[src/rtl/neotang_uart_cmd.sv]
// Host command parser: decodes UART bytes into joypad, OSD-enable and OSD pixel
// updates, commits them atomically and answers every command with one ack byte.
module neotang_uart_cmd #(
  parameter int OSD_ADDR_W     = 11,
  parameter int OSD_PIXELS     = 2048,
  parameter int TIMEOUT_CYCLES = 2700
) (
  input  logic                  clk_27m,
  input  logic                  reset_n,
  input  logic                  rx_valid,
  output logic                  rx_ready,
  input  logic [7:0]            rx_data,
  output logic                  tx_valid,
  input  logic                  tx_ready,
  output logic [7:0]            tx_data,
  output logic [15:0]           joy1,
  output logic [15:0]           joy2,
  output logic                  osd_en,
  output logic                  osd_wr_valid,
  input  logic                  osd_wr_ready,
  output logic [OSD_ADDR_W-1:0] osd_wr_addr,
  output logic [23:0]           osd_wr_data,
  output logic [7:0]            err_count,
  output logic                  busy
);

  localparam int TO_W = $clog2(TIMEOUT_CYCLES + 1);

  typedef enum logic [1:0] {S_IDLE, S_PAYLOAD, S_OSD_WR, S_ACK} state_t;

  state_t                state_q, state_d;
  logic [7:0]            op_q, op_d, b0_q, b0_d, b1_q, b1_d;
  logic [1:0]            idx_q, idx_d;
  logic [TO_W-1:0]       to_q, to_d;
  logic [15:0]           joy1_q, joy1_d, joy2_q, joy2_d;
  logic                  osd_en_q, osd_en_d;
  logic [OSD_ADDR_W-1:0] addr_q, addr_d;
  logic [23:0]           wdata_q, wdata_d;
  logic [7:0]            err_q, err_d, err_sat;
  logic [7:0]            tx_data_q, tx_data_d;
  logic                  rx_ready_q, tx_valid_q, osd_wr_valid_q;
  logic                  rx_fire;

  assign rx_fire = rx_valid && rx_ready_q;
  assign err_sat = (err_q == 8'hFF) ? err_q : err_q + 8'd1;

  always_comb begin
    state_d   = state_q;
    op_d      = op_q;
    b0_d      = b0_q;
    b1_d      = b1_q;
    idx_d     = idx_q;
    to_d      = to_q;
    joy1_d    = joy1_q;
    joy2_d    = joy2_q;
    osd_en_d  = osd_en_q;
    addr_d    = addr_q;
    wdata_d   = wdata_q;
    err_d     = err_q;
    tx_data_d = tx_data_q;
    case (state_q)
      S_IDLE: if (rx_fire) begin
        case (rx_data)
          8'h01, 8'h02, 8'h08: begin
            op_d    = rx_data;
            idx_d   = 2'd0;
            to_d    = '0;
            state_d = S_PAYLOAD;
          end
          8'h06: begin
            osd_en_d  = 1'b1;
            tx_data_d = 8'h86;
            state_d   = S_ACK;
          end
          8'h07: begin
            osd_en_d  = 1'b0;
            addr_d    = '0;
            tx_data_d = 8'h87;
            state_d   = S_ACK;
          end
          default: begin
            err_d     = err_sat;
            tx_data_d = 8'hFF;
            state_d   = S_ACK;
          end
        endcase
      end
      S_PAYLOAD: begin
        // An accepted byte takes priority over a timeout on the same cycle.
        if (rx_fire) begin
          to_d  = '0;
          idx_d = idx_q + 2'd1;
          if (idx_q == 2'd0) b0_d = rx_data;
          if (idx_q == 2'd1) b1_d = rx_data;
          if (op_q != 8'h08 && idx_q == 2'd1) begin
            if (op_q == 8'h01) joy1_d = {rx_data, b0_q};
            else               joy2_d = {rx_data, b0_q};
            tx_data_d = op_q | 8'h80;
            state_d   = S_ACK;
          end else if (op_q == 8'h08 && idx_q == 2'd2) begin
            wdata_d = {b0_q, b1_q, rx_data};
            state_d = S_OSD_WR;
          end
        end else if (to_q == TO_W'(TIMEOUT_CYCLES)) begin
          err_d     = err_sat;
          tx_data_d = 8'hFF;
          state_d   = S_ACK;
        end else begin
          to_d = to_q + 1'b1;
        end
      end
      S_OSD_WR: if (osd_wr_ready) begin
        addr_d    = (addr_q == OSD_ADDR_W'(OSD_PIXELS - 1)) ? '0 : addr_q + 1'b1;
        tx_data_d = op_q | 8'h80;
        state_d   = S_ACK;
      end
      S_ACK: if (tx_ready) state_d = S_IDLE;
      default: state_d = S_IDLE;
    endcase
  end

  always_ff @(posedge clk_27m or negedge reset_n) begin
    if (!reset_n) begin
      state_q        <= S_IDLE;
      op_q           <= '0;
      b0_q           <= '0;
      b1_q           <= '0;
      idx_q          <= '0;
      to_q           <= '0;
      joy1_q         <= 16'hFFFF;
      joy2_q         <= 16'hFFFF;
      osd_en_q       <= 1'b0;
      addr_q         <= '0;
      wdata_q        <= '0;
      err_q          <= '0;
      tx_data_q      <= '0;
      rx_ready_q     <= 1'b1;
      tx_valid_q     <= 1'b0;
      osd_wr_valid_q <= 1'b0;
    end else begin
      state_q        <= state_d;
      op_q           <= op_d;
      b0_q           <= b0_d;
      b1_q           <= b1_d;
      idx_q          <= idx_d;
      to_q           <= to_d;
      joy1_q         <= joy1_d;
      joy2_q         <= joy2_d;
      osd_en_q       <= osd_en_d;
      addr_q         <= addr_d;
      wdata_q        <= wdata_d;
      err_q          <= err_d;
      tx_data_q      <= tx_data_d;
      // Handshake strobes are decoded from the next state so they leave a flop.
      rx_ready_q     <= (state_d == S_IDLE) || (state_d == S_PAYLOAD);
      tx_valid_q     <= (state_d == S_ACK);
      osd_wr_valid_q <= (state_d == S_OSD_WR);
    end
  end

  assign rx_ready     = rx_ready_q;
  assign tx_valid     = tx_valid_q;
  assign tx_data      = tx_data_q;
  assign joy1         = joy1_q;
  assign joy2         = joy2_q;
  assign osd_en       = osd_en_q;
  assign osd_wr_valid = osd_wr_valid_q;
  assign osd_wr_addr  = addr_q;
  assign osd_wr_data  = wdata_q;
  assign err_count    = err_q;
  assign busy         = (state_q != S_IDLE);

endmodule
[config.mk]
export PLATFORM = sky130hd
export DESIGN_NAME = neotang_uart_cmd
export DESIGN_NICKNAME = d
export VERILOG_FILES = /design/src/rtl/neotang_uart_cmd.sv
export SDC_FILE = /design/constraint.sdc
export NUM_CORES = 1
export LEC_CHECK = 0
export BUFFER_PORTS_ARGS = -buffer_cell sky130_fd_sc_hd__buf_2
export CAP_MARGIN = 20
export CORE_MARGIN = 1.5
export CORE_UTILIZATION = 45
export DETAILED_ROUTE_END_ITERATION = 8
export PLACE_DENSITY = 0.63
export SYNTH_ARGS = -nofsm -noshare
export SYNTH_HDL_FRONTEND = slang
export SYNTH_SLANG_ARGS = --single-unit
[constraint.sdc]
create_clock -name clk_27m -period 2.4 [get_ports clk_27m]
set_input_delay 0.12 -clock clk_27m [delete_from_list [all_inputs] [get_ports clk_27m]]
set_output_delay 0.12 -clock clk_27m [all_outputs]
set_load 0.01 [all_outputs]
# Word-level counts from Yosys, hierarchy flattened
# Cells that the tools add are included.
# totals
register_bits,127
input_bits,13
output_inout_bits,88
word_cells,116
# op_classes
n_addsub,4
eq_ne,31
n_mux,37
n_bitwise,2
n_reduce_logical,26
# ops
operator,count
$mux W8,10
$mux W12,4
$pmux W8 S3,2
$mux W11,4
$pmux W12 S2,1
$reduce_and A4 Y1,6
$mux W2,11
$pmux W11 S2,1
$eq A8 B1 Y1 const B,2
$eq A8 B3 Y1 const B,2
$eq A8 B4 Y1 const B,2
$pmux W8 S2,1
$ne A2 B2 Y1 const B,7
$add A12 B1 Y12 const B,1
$eq A12 B12 Y1 const B,1
$reduce_and A3 Y1,4
$add A11 B1 Y11 const B,1
$eq A11 B11 Y1 const B,1
$eq A2 B2 Y1 const B,5
$ne A3 B3 Y1 const B,3
$add A8 B1 Y8 const B,1
$eq A8 B2 Y1 const B,1
$eq A8 B8 Y1 const B,1
$ne A8 B4 Y1 const B,1
16 further kinds,27

# Longest topological paths before layout
# logic_depth
depth_word,8
ltp_mapped,10
ltp_nobuf,8

# Least setup slack after synthesis
# No wires, ideal clock.
# synth_path
kind,reg2reg
from,register state_q[0]
to,register err_q[1] (netlist: err_count[1])
setup_ns,0.125
arrival_ns,2.069
t_required_ns,2.275
setup_slack_ns,0.206
path_stages_with_launch,9
path_buffers,1
period_less_slack_ns,2.194
cell_sequence,dfrtp_1 -> inv_1 -> ha_1 -> clkbuf_1 -> nand2b_1 -> nor3_1 -> a22oi_1 -> a21oi_1 -> mux2_2
# synth_between
elab_chain_cells,3
elab_cells_between_ends,9
cone_classes,5 x eq/ne; 1 x mux; 3 x reduce/logical
# synth_rtl
item,line_no,text
"start, declared",31,"state_t state_q, state_d;"
"start signal, assigned",141,state_q <= state_d;
$eq A2 B1 Y1 or $logic_not A2 Y1 (tied branches),61,case (state_q)
$ne A2 B2 Y1 (no line) or $reduce_bool A2 Y1 (tied branches),n/a,
$reduce_and A5 Y1 (no line),n/a,
"end signal, assigned",152,err_q <= err_d;
"end, declared",39,"logic [7:0] err_q, err_d, err_sat;"
# Several ways; a longest one is shown, not always the timed one.
# A chain may end at the register's enable or synchronous reset.

# Worst setup path after layout
# layout_path
from,register state_q[1]
to,register joy2_q[7] (netlist: joy2[7])
# layout_between
elab_chain_cells,2
# layout_rtl
item,line_no,text
$eq A2 B1 Y1,61,
$reduce_and A4 Y1 (no line),n/a,
"end signal, assigned",148,joy2_q <= joy2_d;
"end, declared",35,"logic [15:0] joy1_q, joy1_d, joy2_q, joy2_d;"
# Every way passes these cells.

==> impl_summary.log <==
[metrics] total routed wirelength: around 13,000 µm
[metrics] Min-Delay Path Class: input pin to register
[metrics] unrepaired setup endpoints after global routing: no
[metrics] status: finished clean
[metrics] crit-path leading delay family: compound AO/OA/AOI/OAI gates
[metrics] layout overhead on the synthesized area: 26.64%
[metrics] highest fanout seen on the critical path: 16
[metrics] total power draw: approximately 8.3 mW
[metrics] source-to-sink clock delay at the later pin of the worst-skew pair: between 0.4 and 0.5 ns
[metrics] total stage count of the critical path: 5
[metrics] Buf/Inv on CP: 1
[metrics] Worst Reg-to-Reg Cells: 5
[metrics] IO Port Bufs: 100
[metrics] antenna violations before repair: 0
[metrics] number of enable flip-flop cells after synthesis: 0
[metrics] ports placed on the boundary: about 100
[metrics] routed vias/inst: 5.376
[metrics] effective utilization at floorplan: 0.4668
[metrics] overall overflow remaining after global route: 0
[metrics] Worst slew margin: 0.3415
[metrics] synthesized instance count: approximately 490
[metrics] Mapped Area: around 5700 µm²
[metrics] post-detail-place hpwl: 8794 µm
[metrics] termination of the worst setup path: joy2[7]$_DFFE_PN1P_
[metrics] Final TNS setup: 0 ns
[metrics] die outline width: approximately 120 µm
[metrics] Cell Rows: 40
[metrics] number of levels in the clock H-tree: 4
[metrics] total via count after detailed routing: between 4,000 and 5,000
[metrics] global router's overall resource usage: 0.2027
[metrics] net total in the final layout: ~640
[metrics] worst setup path startpoint: state_q[1]$_DFF_PN0_
[metrics] leakage power summed over all cells: approximately 3.5 nW
[metrics] FFs w/ async S/R, synth: 1.000
[metrics] clock-pin slew reported for the worst setup and hold paths after clock tree synthesis: about 0.05 ns
[metrics] startpoint class of the critical path: register
[metrics] DR iter-0 viols: roughly 340
[metrics] number of violations of the max-capacitance limit: 0
[metrics] placer congestion estimate: 0.8486
[metrics] Max Slew Vio Count: 0
[metrics] number of distinct standard cells referenced by the synthesized netlist: 45
[metrics] Wirelength per Cell: 15.94 µm
[metrics] number of sinks on the clock net: about 130
[metrics] cells taking the most area after synthesis: sky130_fd_sc_hd__dfrtp_1 42%, sky130_fd_sc_hd__dfstp_2 15%, sky130_fd_sc_hd__mux2_2 15%
[metrics] Final Setup Violations: 0
[metrics] Clock Tree Buf Depth: 2
[metrics] synth warn: 0
[metrics] class of the most critical setup path: register to register
[metrics] data arrival time of the worst path: 2.61 ns
[metrics] top flip-flop cell by instance count after synthesis: sky130_fd_sc_hd__dfrtp_1
[metrics] flop-to-flop setup slack: roughly 0.13 ns
[metrics] share of post-route cells with drive strength above 1: 0.4199
[metrics] First-pass DRT Iterations: 4
[metrics] average cell area after synthesis: 11.61 µm²
[metrics] Reg2Reg Capture Point: joy2[7]$_DFFE_PN1P_
[metrics] Largest stage delay, worst path: about 0.75 ns
[metrics] flip-flop and latch count after synthesis: 127
[metrics] first-pass GRT wire length: 20,640 µm
[metrics] Core Box Area: around 12,000 µm²
[metrics] Hold Vio Cnt, Final: 0
[metrics] number of nets still failing antenna checks after routing: 0
[metrics] highest achievable clock rate: ~440 MHz
[metrics] cell-by-cell trace of the critical path: inv_1 -> ha_1 -> nand3_1 -> a21oi_2 -> mux2_2
[metrics] skew final: between 0.004 and 0.005 ns
[metrics] Crit path required time: 2.74 ns
[metrics] share of Yosys cell area claimed by the top area cell type: 0.4160
[metrics] synthesized net count: around 510
[metrics] IR Drop Worst-Case VDD: around 0.54 mV
[metrics] post-route fraction of the period consumed by the critical path: 0.9445
[metrics] CTS tree: yes
[metrics] type of element capturing the critical path: register
[metrics] antenna cells: 0
[metrics] maximum number of pins on one net before global-route repair: 73
[metrics] vertical extent of the die: ~120 µm
[metrics] CTS buffer count: 17
[metrics] shortest period the worst path allows: between 2 and 2.5 ns
[metrics] proportion of synthesized chip area in sequential cells: 0.5694
[metrics] most area-hungry cell type in the Yosys netlist: sky130_fd_sc_hd__dfrtp_1
[metrics] Clock Tree Root: sky130_fd_sc_hd__clkbuf_16
[metrics] full die area: 13,250 µm²
[metrics] number of DRC violations after detailed routing: 0
[metrics] slowest stage cell on the critical path: sky130_fd_sc_hd__a21oi_2
[metrics] reg-to-reg critical path startpoint: state_q[1]$_DFF_PN0_
[metrics] pwr/cell area: approximately 1200 nW/µm²
[metrics] vias in the first global route: 4,105
[metrics] worst slew pin tran: 0.9878 ns
## layout by cell type, fill, tap and decap left out, drive strengths merged, types with 15 or more instances in the layout
master	Yosys	routed
a21oi	15	15
buf	2	122
clkbuf	16	23
dfrtp	94	94
dfstp	33	33
mux2	73	73
nand2	31	31
nand3	15	15
nor2	31	31
o21ai	49	49
## sequential cells by signal (all words and copies together) (netlist names), 2 cells and up
name         flops
osd_wr_data     24
joy1            16
joy2            16
to_q            12
osd_wr_addr     11
b0_q             8
b1_q             8
err_count        8
op_q             8
tx_data          8
idx_q            2
state_q          2
## final cells by class
| class | instances | area (µm²) |
|---|---|---|
| Fill cell | 996 | 4951 |
| Sequential cell | 127 | 3219 |
| Multi-Input combinational cell | 330 | 2328 |
| Timing Repair Buffer | 123 | 690.7 |
| Clock buffer | 23 | 488.0 |
| Tap cell | 168 | 210.2 |
| Clock inverter | 9 | 178.9 |
| Inverter | 12 | 45.04 |
## per-layer routing
layer	up-vias	track usage	wire [µm]
li1	2004	-	-
met1	2122	0.2650	5857
met2	115	0.3242	5961
met3	17	0.04744	585
met4	0	0.08889	220
met5	-	0	0
## cell usage after synthesis (4+ instances only)
master,count
sky130_fd_sc_hd__nor3_1,6
sky130_fd_sc_hd__mux2_2,73
sky130_fd_sc_hd__o31ai_1,5
sky130_fd_sc_hd__dfrtp_1,94
sky130_fd_sc_hd__nor2b_1,8
sky130_fd_sc_hd__o21ai_0,48
sky130_fd_sc_hd__or3_1,7
sky130_fd_sc_hd__dfstp_2,33
sky130_fd_sc_hd__and3_1,12
sky130_fd_sc_hd__nand2b_1,9
sky130_fd_sc_hd__inv_1,12
sky130_fd_sc_hd__a31oi_1,6
sky130_fd_sc_hd__a21o_1,4
sky130_fd_sc_hd__xnor2_1,7
sky130_fd_sc_hd__ha_1,11
sky130_fd_sc_hd__nand2_1,31
sky130_fd_sc_hd__a21oi_1,15
sky130_fd_sc_hd__nand3_1,15
sky130_fd_sc_hd__nor2_1,31
sky130_fd_sc_hd__clkbuf_1,16
sky130_fd_sc_hd__nand4_1,8
## worst min-delay path by stage
stage	slack (ns)	end	cells past startpoint	start
final	0.02	b1_q[5]$_DFFE_PN0P_	2	rx_data[5]
after global placement	0.03	osd_wr_data[7]$_DFFE_PN0P_	1	reset_n
after CTS	0.007	b1_q[5]$_DFFE_PN0P_	2	rx_data[5]
after global routing	0.02	osd_wr_data[5]$_DFFE_PN0P_	2	rx_data[5]
after detailed placement	0.02	osd_wr_data[15]$_DFFE_PN0P_	1	reset_n
after floorplan	-0.18	b0_q[0]$_DFFE_PN0P_	0	reset_n
## stage by stage
step	instances	worst slack (ns)	hold WS, ns	utilization	area, µm²
after global routing	792	0.01042	0.01907	0.5912	7161
after CTS	792	0.1240	0.007379	0.5908	7156
final	792	0.1332	0.02386	0.5912	7161
after floorplan	487	0.2061	-0.1756	-	5654
after detailed placement	759	0.09679	0.02211	0.5349	6479
after global placement	759	0.08405	0.02599	0.5349	6479
## kinds of logic (layout without fill, tap and decap cells)
logic type,Yosys count,in the layout,share of synthesized area
compound gates,94,94,0.09648
fa+ha+maj,11,11,0.02434
xor+xnor,9,9,0.01394
mux,74,74,0.1472
buf+inv,30,167,0.02036
flops,127,127,0.5694
simple gates,142,142,0.1283
## timing repair
| item | in CTS | in global routing |
|---|---|---|
| endpoints found under the hold margin | 61 | 0 |
| resized for setup | 0 | 1 |
| hold buffers | 1 | 0 |
| buffers inserted | 0 | 0 |
| endpoints found under the setup margin | 0 | 2 |
## report_power, final
| group | internal [mW] | total, mW | switching [mW] |
|---|---|---|---|
| clock | 1.95 | 2.86 | 0.909 |
| combinational | 1.04 | 2.32 | 1.28 |
| sequential | 2.73 | 3.09 | 0.356 |
Power figures use the tool's default switching activity.
